<file path="src/rtl/dmem_arbiter.sv">
`default_nettype none
// ============================================================================
// Module  : dmem_arbiter
// Purpose : Round-robin two-port arbiter and sequencer in front of the
//           single-port data memory. Port 0 is the CPU load/store path, port 1
//           is the debug/loader path. One access at a time, each taking
//           IDLE (grant) -> ACCESS (memory strobe) -> RESP (ack) = 3 cycles.
//           Out-of-range word addresses never reach the memory strobes.
// Ports   : clk, rst           - clock, asynchronous active-high reset
//           reqN_i/weN_i/addrN_i/wdataN_i - requester N command (N = 0, 1)
//           ackN_o/errN_o/rdataN_o        - requester N completion/result
//           mem_*_o / mem_rdata_i         - data memory interface
//           busy_o             - high whenever a transaction is in flight
// Revision: 1.0 - initial release
// ============================================================================
module dmem_arbiter #(
  parameter int SIZE_DM = 128,
  parameter int ADDR_W  = 32
) (
  input  logic              clk,
  input  logic              rst,
  input  logic              req0_i,
  input  logic              we0_i,
  input  logic [ADDR_W-1:0] addr0_i,
  input  logic [31:0]       wdata0_i,
  output logic              ack0_o,
  output logic              err0_o,
  output logic [31:0]       rdata0_o,
  input  logic              req1_i,
  input  logic              we1_i,
  input  logic [ADDR_W-1:0] addr1_i,
  input  logic [31:0]       wdata1_i,
  output logic              ack1_o,
  output logic              err1_o,
  output logic [31:0]       rdata1_o,
  output logic [ADDR_W-1:0] mem_addr_o,
  output logic [31:0]       mem_wdata_o,
  output logic              mem_write_o,
  output logic              mem_read_o,
  input  logic [31:0]       mem_rdata_i,
  output logic              busy_o
);

  // Full-width bound so large addresses are never aliased into range.
  localparam logic [ADDR_W-1:0] c_size_dm = ADDR_W'(SIZE_DM);

  typedef enum logic [1:0] {
    ST_IDLE   = 2'd0,
    ST_ACCESS = 2'd1,
    ST_RESP   = 2'd2
  } state_t;

  state_t              state_q, state_d;
  logic                rr_ptr_q;
  logic                port_q;
  logic                we_q;
  logic                oor_q;
  logic [ADDR_W-1:0]   addr_q;
  logic [31:0]         wdata_q;
  logic [31:0]         rdata0_q;
  logic [31:0]         rdata1_q;

  logic                w_grant;
  logic                w_gnt_port;
  logic                w_sel_we;
  logic [ADDR_W-1:0]   w_sel_addr;
  logic [31:0]         w_sel_wdata;

  // Command of whichever port wins this IDLE cycle.
  assign w_sel_we    = w_gnt_port ? we1_i    : we0_i;
  assign w_sel_addr  = w_gnt_port ? addr1_i  : addr0_i;
  assign w_sel_wdata = w_gnt_port ? wdata1_i : wdata0_i;

  // The memory bus follows the latched command; between accesses it simply
  // keeps showing the last granted address/data.
  assign mem_addr_o  = addr_q;
  assign mem_wdata_o = wdata_q;
  assign rdata0_o    = rdata0_q;
  assign rdata1_o    = rdata1_q;
  assign busy_o      = (state_q != ST_IDLE);

  // State register: strobes decode from it, so reset clears them at once.
  always_ff @(posedge clk or posedge rst) begin
    if (rst) begin
      state_q <= ST_IDLE;
    end else begin
      state_q <= state_d;
    end
  end

  always_comb begin
    state_d     = state_q;
    w_grant     = 1'b0;
    w_gnt_port  = 1'b0;
    mem_write_o = 1'b0;
    mem_read_o  = 1'b0;
    ack0_o      = 1'b0;
    ack1_o      = 1'b0;
    err0_o      = 1'b0;
    err1_o      = 1'b0;
    case (state_q)
      ST_IDLE: begin
        if (req0_i || req1_i) begin
          w_grant    = 1'b1;
          // Contention goes to rr_ptr; otherwise the lone requester wins.
          w_gnt_port = (req0_i && req1_i) ? rr_ptr_q : req1_i;
          state_d    = ST_ACCESS;
        end
      end
      ST_ACCESS: begin
        mem_write_o = we_q & ~oor_q;
        mem_read_o  = ~we_q & ~oor_q;
        state_d     = ST_RESP;
      end
      ST_RESP: begin
        if (port_q) begin
          ack1_o = 1'b1;
          err1_o = oor_q;
        end else begin
          ack0_o = 1'b1;
          err0_o = oor_q;
        end
        state_d = ST_IDLE;
      end
      default: state_d = ST_IDLE;
    endcase
  end

  // Transaction latches, read-data capture and round-robin pointer.
  always_ff @(posedge clk or posedge rst) begin
    if (rst) begin
      rr_ptr_q <= 1'b0;
      port_q   <= 1'b0;
      we_q     <= 1'b0;
      oor_q    <= 1'b0;
      addr_q   <= '0;
      wdata_q  <= '0;
      rdata0_q <= '0;
      rdata1_q <= '0;
    end else begin
      if (w_grant) begin
        port_q  <= w_gnt_port;
        we_q    <= w_sel_we;
        addr_q  <= w_sel_addr;
        wdata_q <= w_sel_wdata;
        oor_q   <= (w_sel_addr >= c_size_dm);
      end
      if (state_q == ST_ACCESS) begin
        // Writes and blocked accesses return zero rather than bus noise.
        if (port_q) begin
          rdata1_q <= (we_q || oor_q) ? 32'h0 : mem_rdata_i;
        end else begin
          rdata0_q <= (we_q || oor_q) ? 32'h0 : mem_rdata_i;
        end
      end
      if (state_q == ST_RESP) begin
        rr_ptr_q <= ~port_q;
      end
    end
  end

endmodule
`default_nettype wire

</file>
<file path="config.mk">
export PLATFORM = sky130hd
export DESIGN_NAME = dmem_arbiter
export DESIGN_NICKNAME = d
export VERILOG_FILES = /design/src/rtl/dmem_arbiter.sv
export SDC_FILE = /design/constraint.sdc
export NUM_CORES = 1
export LEC_CHECK = 0
export ABC_AREA = 1
export ABC_CLOCK_PERIOD_IN_PS = 4100
export BUFFER_PORTS_ARGS = -buffer_cell sky130_fd_sc_hd__buf_4
export CAP_MARGIN = 20
export CORE_ASPECT_RATIO = 0.7
export CORE_MARGIN = 5
export CORE_UTILIZATION = 42
export DETAILED_ROUTE_END_ITERATION = 8
export PLACE_DENSITY = 0.76
export SLEW_MARGIN = 20
export SYNTH_ARGS = -nofsm -noshare
export SYNTH_HDL_FRONTEND = slang
export SYNTH_SLANG_ARGS = --single-unit
</file>
<file path="constraint.sdc">
create_clock -name clk -period 4.1 [get_ports clk]
set_input_delay 0.615 -clock clk [delete_from_list [all_inputs] [get_ports clk]]
set_output_delay 0.615 -clock clk [all_outputs]
set_load 0.01 [all_outputs]
</file>
==> results.toml <==
[run_status]
status = "finished clean"

[final_layout]
n_antenna_cell = 0
fillCellCount = 1218
multiInputGateArea_um2 = 2290
ff_latch_area_um2 = 3350
drive_gt1_share_pct = 43.2
final_nets = 1098
area_growth_pct = 49.6

[yosys]
yosys-top-cells-area = "dfrtp_1 56%, mux2_2 11%, nand2_1 7.0%, nor2_1 6.3%, o21ai_0 4.4%"
synth_area_um2 = 6040
syn_inst = 643
syn_area_per_cell_um2 = 9.39
synthTopCellsByCount = "134 x dfrtp_1, 112 x nand2_1, 102 x nor2_1"
yosysSeqAreaShare_pct = 55.6
post-synth-top-area-cell = "dfrtp_1"
syn_nets = 809
synth.distinct_cells = 24
ys_seq_elements = 134
synth.most_common_cell = "dfrtp_1"
synth_top_area_share_pct = 55.6
synth-edff-count = 0
async_flop_share_pct = 100
synth-main-ff-cell = "dfrtp_1"
yosys_warnings = 0

[sta]
skew_ps = 9.40
max_freq_mhz = 359
tns_ps = 0
layout_min_cycle_time_ps = 2790
rsz0062_at_grt = "no"
timing.final.max_slew_violations = 0
period_share_pct = 67.9
max_slew_margin_pct = 31.9
hold_viol = 0
setup_violations = 0
worst_slew_pin_slew_ps = 1020

[pwr]
p_leak_nw = 4.87
peakVddDrop_mv = 0.361
powerDensity_nw_per_um2 = 620
p_total_mw = 5.60

[floorplan]
core-area_um2 = 14000
fp.dieH_um = 110
die_width_um = 153
start_util_pct = 43.1
boundaryPins = 301
die-area_um2 = 16900
rows = 36

[global_route]
gr-usage-all-layers_pct = 22.2
grt_pass1_vias = 5486
grt_pass1_wl_um = 29500
antenna_found_initial = 0
grt_start_max_net_pins = 77
grt_overflow_total = 0

[drt]
wl_um = 19100
drtPass1Iterations = 5
viasPerCell = 4.88
postRouteAntennaNets = 0
remaining_drc_errors = 0
wl_per_cell_um = 16.8
drt-initial-drc-count = 269
num_vias = 5544

[clock_tree]
cts_buffer_depth = 2
numCtsBuffers = 17
cts_tree = "built"
htreeDepth = 4
clk_latency_ps = 400
cts_resized = 0
clk_pin_slew_ps = 60
postCtsHoldBufs = 0
ctsRootBufferMaster = "clkbuf_16"
cts_setup_buffers = 0
cts.sinks = 134

[worst_setup_path]
start_kind = "register"
cp.arrival_ps = 3080
crit_chain = "inv_1 > nand2_1 > nand3_2 > buf_4 > nand2_1 > o21ai_1 > nand2_1 > nor2_1 > nand3_1 > nor2_1 > nor2_1"
path_max_fanout = 41
critical_path_class = "register to register"
worst_ep_required_time_ps = 4400
critical_path.max_stage_delay_ps = 700
critPathBufInv = 2
end_kind = "register"
cp_slowest_cell = "nand3_2"
cpLargestDelayFamily = "simple AND/OR/NAND/NOR gates"

[placement]
gp_congestion = 0.850
port_buffers = 300
dp_hpwl_um = 14300

[hold_path]
hp-class = "input pin to async pin"

[job]
cap_violations = 0
==> cells in the final DEF, fill, tap and decap left out <==
cell        Yosys  layout
clkbuf_8        0       1
nor3_1          3       3
nor2_4          4       4
clkinv_4        0       4
o21ai_4         0       1
inv_6           0       2
buf_12          0       1
nand3_1         2       2
a31oi_1        12      12
inv_2           1       1
nor2_1        102     102
mux2_1          4       4
mux2_2         60      60
nand2_1       112     112
o21ai_1        46      46
o22ai_1         1       1
o21ai_2         2       1
dfrtp_1       134     134
bufinv_16       0       3
inv_1          56      55
o21a_1          1       1
clkinvlp_4      0       4
clkbuf_16       0      17
o21ai_0        53      53
clkinv_2        0       2
a21oi_1         1       1
buf_4           6     306
nand3_2         1       1
nand4_1        11      11
==> sequential cells by signal (all words and copies together) (netlist names) <==
name         cells
rr_ptr_q         1
we_q             1
state_q          2
mem_addr_o      32
oor_q            1
rdata1_o        32
port_q           1
mem_wdata_o     32
rdata0_o        32
==> metrics by stage <==
| stage | utilization, % | cells | instance area (um^2) | setup slack, ps | hold WS, ps |
|---|---|---|---|---|---|
| floorplan | - | 643 | 6040 | 1820 | 481 |
| global placement | 60.1 | 1103 | 8410 | 1130 | 473 |
| detailed placement | 60.1 | 1103 | 8410 | 1050 | 474 |
| CTS | 64.4 | 1135 | 9030 | 1320 | 149 |
| global route | 64.4 | 1135 | 9030 | 1030 | 152 |
| finish | 64.4 | 1135 | 9030 | 1310 | 154 |
==> cell families (layout without fill, tap and decap cells) <==
family                 Yosys count  after routing  synth area share, %
AO/OA/AOI/OAI                  116            116                 10.1
buffers and inverters           94            396                 6.67
multiplexers                    64             64                 11.9
flip-flops                     134            134                 55.6
AND/OR/NAND/NOR                235            235                 15.8
==> worst register-to-register path, stage by stage, from the launching register on <==
cell and delay, ps:
dfrtp_1 350, inv_1 120, nand2_1 310, nand3_2 700, buf_4 520, nand2_1 100
o21ai_1 120, nand2_1 90, nor2_1 140, nand3_1 90, nor2_1 110, nor2_1 40
==> where the power goes <==
part           switching (mW)  internal [mW]  total, mW
clock                   0.589          0.978       1.57
sequential              0.206           1.68       1.88
combinational            1.24          0.912       2.15
total                    2.03           3.57       5.60
==> final cells by class <==
cell class / instances / share of cell area [%]
timing repair buffer: 307 / 25.7
multi-input combinational: 415 / 25.3
sequential: 134 / 37.1
tap: 190 / 2.63
clock inverter: 14 / 1.94
clock buffer: 18 / 4.86
inverter: 57 / 2.41
==> routing by layer <==
metal	part of all wire (%)	track usage (%)	vias to the layer above
li1	-	-	2677
met5	0	0	-
met1	42	28.5	2615
met4	1.4	6.29	0
met3	8.5	7.96	20
met2	49	36.1	232
==> worst paths after layout <==
path                       cells past startpoint  slack (ps)               to            from
setup / recovery                              11        1310            oor_q        rr_ptr_q
hold / removal                                 2         150     rdata0_o[10]             rst
setup reg to reg                              11        1310            oor_q        rr_ptr_q
hold reg to reg                                2         490   mem_addr_o[27]  mem_addr_o[27]
max in group asynchronous                      3        3030    mem_addr_o[8]             rst
min in group clk                               3         470  mem_wdata_o[28]    wdata1_i[28]
(Power assumes the default switching activity.)
